### config.mk
export PLATFORM = sky130hd
export DESIGN_NAME = cpu_port_in
export DESIGN_NICKNAME = d
export VERILOG_FILES = /design/src/rtl/cpu_port_in.sv
export SDC_FILE = /design/constraint.sdc
export NUM_CORES = 1
export LEC_CHECK = 0
export BUFFER_PORTS_ARGS = -buffer_cell sky130_fd_sc_hd__buf_4
export CORE_ASPECT_RATIO = 0.75
export CORE_MARGIN = 3
export CORE_UTILIZATION = 50
export CTS_CLUSTER_DIAMETER = 100
export DETAILED_ROUTE_END_ITERATION = 6
export PLACE_DENSITY = 0.73
export SYNTH_ARGS = -nofsm -noshare
export SYNTH_HDL_FRONTEND = slang
export SYNTH_SLANG_ARGS = --single-unit
export TNS_END_PERCENT = 30
### constraint.sdc
create_clock -name clk_i -period 2.7 [get_ports clk_i]
set_input_delay 0.27 -clock clk_i [delete_from_list [all_inputs] [get_ports clk_i]]
set_output_delay 0.27 -clock clk_i [all_outputs]
set_load 0.02 [all_outputs]
### src/rtl/cpu_port_in.sv
// cpu_port_in: input side of the CPU ports. It synchronizes and debounces
// the 32 pins (P0..P3), returns the filtered state on the SFR bus, and
// latches P3 falling edges into write-1-to-clear flags that drive a
// maskable interrupt request.
// Optional feature macro: CPU_PIN_DBNC_EN (per-bit debounce counters).
// With the macro undefined, the filtered state follows sync2 every cycle.
module cpu_port_in #(
  parameter int unsigned DBNC_CYCLES = 16,
  parameter logic [7:0]  ADDR_P0     = 8'h80,
  parameter logic [7:0]  ADDR_P1     = 8'h90,
  parameter logic [7:0]  ADDR_P2     = 8'hA0,
  parameter logic [7:0]  ADDR_P3     = 8'hB0,
  parameter logic [7:0]  ADDR_PIN_IF = 8'hC0,
  parameter logic [7:0]  ADDR_PIN_IE = 8'hC1
) (
  input  logic       clk_i,
  input  logic       rst_n_i,
  input  logic [7:0] mem_wr_data_i,
  output logic [7:0] mem_rd_data_o,
  input  logic [7:0] mem_addr_i,
  input  logic       mem_wr_i,
  input  logic       mem_rd_i,
  input  logic [7:0] p0_in_i,
  input  logic [7:0] p1_in_i,
  input  logic [7:0] p2_in_i,
  input  logic [7:0] p3_in_i,
  output logic       irq_o
);

  localparam int unsigned NPIN = 32;

  // Reject out-of-range debounce lengths at elaboration.
  if (DBNC_CYCLES < 1 || DBNC_CYCLES > 255) begin : g_bad_dbnc
    $error("cpu_port_in: DBNC_CYCLES must be in 1..255");
  end

  logic [NPIN-1:0] pins_c;
  logic [NPIN-1:0] sync1_q, sync2_q;
  logic [NPIN-1:0] dbn_q, dbn_d;
  logic [7:0]      dbn_p3_q;
  logic [7:0]      if_q, if_d;
  logic [7:0]      ie_q, ie_d;
  logic [7:0]      rd_q, rd_d;
  logic [7:0]      fall_c;
  logic            wr_if_c, wr_ie_c;

  assign pins_c = {p3_in_i, p2_in_i, p1_in_i, p0_in_i};

  // Two-flop synchronizer; pins idle high.
  always_ff @(posedge clk_i) begin
    if (!rst_n_i) begin
      sync1_q <= '1;
      sync2_q <= '1;
    end else begin
      sync1_q <= pins_c;
      sync2_q <= sync1_q;
    end
  end

`ifdef CPU_PIN_DBNC_EN
  localparam int unsigned CW = (DBNC_CYCLES > 1) ? $clog2(DBNC_CYCLES) : 1;

  logic [NPIN-1:0][CW-1:0] cnt_q, cnt_d;

  // Per-bit stability counter: accept sync2 after DBNC_CYCLES differing cycles.
  always_comb begin
    dbn_d = dbn_q;
    cnt_d = '0;
    for (int i = 0; i < NPIN; i++) begin
      if (sync2_q[i] != dbn_q[i]) begin
        if (cnt_q[i] == CW'(DBNC_CYCLES - 1)) begin
          dbn_d[i] = sync2_q[i];
        end else begin
          cnt_d[i] = cnt_q[i] + CW'(1);
        end
      end
    end
  end

  // Debounce counter storage; discarded on reset.
  always_ff @(posedge clk_i) begin
    if (!rst_n_i) begin
      cnt_q <= '0;
    end else begin
      cnt_q <= cnt_d;
    end
  end
`else
  // No filtering: the debounced state is just the synchronized pin.
  always_comb begin
    dbn_d = sync2_q;
  end
`endif

  // Debounced state and the P3 copy used for falling-edge detection.
  always_ff @(posedge clk_i) begin
    if (!rst_n_i) begin
      dbn_q    <= '1;
      dbn_p3_q <= '1;
    end else begin
      dbn_q    <= dbn_d;
      dbn_p3_q <= dbn_q[31:24];
    end
  end

  assign fall_c  = dbn_p3_q & ~dbn_q[31:24];
  assign wr_if_c = mem_wr_i && (mem_addr_i == ADDR_PIN_IF);
  assign wr_ie_c = mem_wr_i && (mem_addr_i == ADDR_PIN_IE);

  // Bus decode: writes win over reads; a new edge wins over a W1C clear.
  always_comb begin
    if_d = (if_q & ~(wr_if_c ? mem_wr_data_i : 8'h00)) | fall_c;
    ie_d = wr_ie_c ? mem_wr_data_i : ie_q;
    rd_d = rd_q;
    if (mem_rd_i && !mem_wr_i) begin
      case (mem_addr_i)
        ADDR_P0:     rd_d = dbn_q[7:0];
        ADDR_P1:     rd_d = dbn_q[15:8];
        ADDR_P2:     rd_d = dbn_q[23:16];
        ADDR_P3:     rd_d = dbn_q[31:24];
        ADDR_PIN_IF: rd_d = if_q;
        ADDR_PIN_IE: rd_d = ie_q;
        default:     rd_d = rd_q;
      endcase
    end
  end

  // SFR registers and registered read data.
  always_ff @(posedge clk_i) begin
    if (!rst_n_i) begin
      if_q <= '0;
      ie_q <= '0;
      rd_q <= '0;
    end else begin
      if_q <= if_d;
      ie_q <= ie_d;
      rd_q <= rd_d;
    end
  end

  assign mem_rd_data_o = rd_q;
  assign irq_o         = |(if_q & ie_q);

endmodule

# Word-level counts from Yosys, hierarchy flattened
# Index checks and enable logic that the tools add are counted.
[totals] register_bits=128 mem_count=0 latch_bits=0 rom_bits=0 ram_bits=0
[classes] shift=0 reduce_logical=7 n_mul=0 order_cmp=0 bitwise=6 eq_ne=6 n_mux=2 add_sub_neg=0 div=0
[op_table] operator="$eq 8x8->1 const B" count=6
[op_table] operator="$pmux 8 s6" count=1
[op_table] operator="$and 8x8->8" count=3
[op_table] operator="$not 8->8" count=2
[op_table] operator="$mux 8" count=1
[op_table] operator="$or 8x8->8" count=1
[op_table] operator="$reduce_or 8->1" count=1
[op_table] operator="$reduce_bool 6->1" count=1
[op_table] operator="$logic_and 1x1->1" count=3
[op_table] operator="$reduce_and 2->1" count=1
[op_table] operator="$logic_not 1->1" count=1

# Logic depth before layout (Yosys ltp)
[depth] word_depth=6 ltp_mapped=6 depth_no_buf=4

# Least setup slack after synthesis
# Ideal clock, no wire load.
[synth_timing] kind="input to register" start="input mem_addr_i[3]" end="register if_q[0]" t_required_ps=2585 n_path_buf=1 arrival_ps=1556 stages=5 path_slack_ps=1030 cell_sequence="or4b_1 buf_4 nor4_4 a21boi_0 o21a_1"
[synth_between] elab_chain_len=6
[synth_rtl] item="start: declaration" line_no="20" text="input logic [7:0] mem_addr_i,"
[synth_rtl] item="$eq 8x8->1" line_no="107" text="assign wr_if_c = mem_wr_i && (mem_addr_i == ADDR_PIN_IF);"
[synth_rtl] item="$logic_and 1x1->1" line_no="107"
[synth_rtl] item="$mux 8" line_no="112" text="if_d = (if_q & ~(wr_if_c ? mem_wr_data_i : 8'h00)) | fall_c;"
[synth_rtl] item="$not 8->8" line_no="112"
[synth_rtl] item="$and 8x8->8" line_no="112"
[synth_rtl] item="$or 8x8->8" line_no="112"
[synth_rtl] item="end signal: assignment" line_no="135" text="if_q <= if_d;"
[synth_rtl] item="end: declaration" line_no="41" text="logic [7:0] if_q, if_d;"
# Every way passes these cells.
# A chain may end at the register's enable or synchronous reset.

# Worst setup path after layout
[layout_timing] start="input mem_addr_i[4]" end="register rd_q[6] (netlist: mem_rd_data_o[6])"
[layout_between] elab_chain_len=3 word_cells_on_any_way=9 cone_classes="6 x eq/ne; 1 x mux; 2 x reduce/logical"
[layout_rtl] item="$eq 8x8->1" line_no="116" text="case (mem_addr_i)"
[layout_rtl] item="$reduce_bool 6->1 (no line)"
[layout_rtl] item="$reduce_and 2->1 (no line)"
[layout_rtl] item="end signal: assignment" line_no="137" text="rd_q <= rd_d;"
[layout_rtl] item="end: declaration" line_no="43" text="logic [7:0] rd_q, rd_d;"
# Parallel ways exist; a longest one is shown, timed or not.

==> metrics.cfg <==
[run_status]
outcome = completed

[logic_synthesis]
syn_area_per_cell_um2 = 11.20
synth_edf_count = 0
ys_seq_area_frac = 0.5899
synth_cell_types = 35
synth_top_flop_cell = dfxtp_1
yosys.area.top_type = dfxtp_1
yosysTopAreaCellShare = 0.5899
yosys-top-cells-count = 128 x dfxtp_1, 104 x nand2b_1, 31 x mux2i_1
synth_seq_cells = 128
syn-cell-area_um2 = 4344
synthArstFlopShare = 0
yosys-top-cells-area = dfxtp_1 59%, nand2b_1 15%, mux2i_1 7.1%
synth_fp_nets = 440
synth_most_common_cell = dfxtp_1
yosys_warnings = 0
syn_inst = 388

[drt]
detail_route.wl_per_cell_um = 14.24
drc = 0
avgViaCountPerCell = 4.968
drt_pre_antenna_iters = 6
dr.first_iter.drc_count = 193
ant_nets = 0
wirelength_um = 8062
vias = 2812

[clocking]
clockBufferDepth = 2
ctsHtreeMaxLevel = 4
clk_latency_ps = 400
cts-hold-fix-buffers = 0
cts-buffers-inserted = 17
cts_resized = 0
cts_tree = yes
postCtsSetupRepairBufs = 0
clock_sinks = 128
clk_pin_slew_ps = 60
root_buffer = clkbuf_16

[timing]
min_period_ps = 1695
setup_viol = 0
setup_tns_ps = 0
fmax_mhz = 590.1
fin_crit_sh = 0.6276
maxSlewViolCount = 0
max_slew_margin = 0.4395
rsz0062_at_grt = false
hold_viol = 0
worstMarginPinSlew_ps = 834.4
clock_skew_ps = 7.982

[run]
maxCapViolCount = 0

[place]
dpl_cell_area_um2 = 4867
gp_congestion = 0.9159
portBuffers = 60
dp_hpwl_um = 5547
place_inst = 534

[power_and_ir_drop]
ir_drop_v = 0.0004211
powerDensity_nw_per_um2 = 843.6
p_total_mw = 4.660
p_leak_nw = 2.278

[grt]
antenna_found_initial = 0
grt_pass1_wl_um = 13010
grt_overflow = 0
grt_max_degree = 115
grt_pass1_vias = 2632
grt_use_total = 0.1736

[floorplanning]
placementRows = 28
coreArea_um2 = 8163
ios = 61
die_w_um = 113.6
die_h_um = 86.73
initial_core_util = 0.5322
die-area_um2 = 9855

[worst_hold_path]
hold_class = in2reg

[setup_path]
worstPathRequired_ps = 2970
critPathArrivalTime_ps = 1960
cp_max_fo = 18
crit_path_start_kind = input pin
setup.worst_path.end_class = flop
path_class = in2reg

[finish]
syn2layout_area_growth_pct = 27.16
drive_gt1_frac = 0.2126
num_antenna_cells = 0
final_util = 0.6767
layout.nets = 500
n_fill_cell = 614
final_design_area_no_fill_um2 = 5524
instances_no_fill = 566
multi_input_area_um2 = 1673
regArea_um2 = 2562

==> metrics by stage <==
step                hold slack [ps]  setup slack [ps]
CTS                           29.34              1052
floorplan                     371.5              1030
global placement              387.9             712.9
finish                        39.72              1005
global route                  34.32             828.9
detailed placement            392.4             651.5
==> kinds of logic after synthesis <==
| kind of cell | synth area share |
|---|---|
| mux | 0.07143 |
| simple gates | 0.2189 |
| compound gates | 0.09476 |
| flops | 0.5899 |
| buf+inv | 0.02505 |
==> layout by cell type, fill, tap and decap left out, types with 3 or more instances in the layout <==
| cell | n |
|---|---|
| o211a_1 | 7 |
| dfxtp_1 | 128 |
| nor3_1 | 13 |
| o2bb2ai_1 | 7 |
| clkbuf_16 | 17 |
| buf_4 | 62 |
| a311o_1 | 6 |
| nor2b_1 | 10 |
| o21a_1 | 9 |
| a22oi_1 | 4 |
| a21boi_0 | 7 |
| clkinv_4 | 3 |
| nand2b_1 | 104 |
| bufinv_16 | 5 |
| nand2_1 | 3 |
| inv_1 | 4 |
| mux2i_1 | 31 |
| nor2_1 | 11 |
| inv_6 | 3 |
==> worst paths after layout <==
check | depth (start not counted) | slack [ps] | to | from
min | 2 | 40 | sync1_q[7] | p0_in_i[7]
max reg2reg | 4 | 1220 | mem_rd_data_o[6] | dbn_q[30]
min reg2reg | 1 | 400 | dbn_q[26] | dbn_d[26]
max | 5 | 1010 | mem_rd_data_o[6] | mem_addr_i[4]
==> layer usage <==
layer	wire length, um	global-route usage	share of wire	vias to the layer above
met5	0	0	0	-
met1	3881	0.2391	0.48	1253
met4	90	0.07860	0.011	0
met3	680	0.06141	0.084	11
li1	-	-	-	1435
met2	3409	0.2448	0.42	113
==> sequential cells by signal, summed over array words and instances, names as in the netlist <==
signal	count
if_q	8
mem_rd_data_o	8
dbn_q	32
ie_q	8
dbn_p3_q	8
dbn_d	32
sync1_q	32
==> critical path, cell delays in order <==
cell and delay (ps):
buf_4 170, or3b_1 640, o21a_1 260, a2111oi_0 450, o32ai_1 160
==> area by class of cell <==
cell class / count / share of cell area
Timing Repair Buffer: 63 / 0.08788
Sequential cell: 128 / 0.4639
Clock buffer: 17 / 0.07701
Multi-Input combinational cell: 234 / 0.3028
Inverter: 4 / 0.002718
Tap cell: 105 / 0.02378
Clock inverter: 15 / 0.04190
==> report_power, final <==
part / leakage, nW / switching, mW / internal (mW)
combinational: 0.905 / 0.0926 / 0.111
clock: 0.320 / 0.832 / 1.65
sequential: 1.05 / 0.0188 / 1.95
No activity file was read; power rests on OpenSTA's default activity.
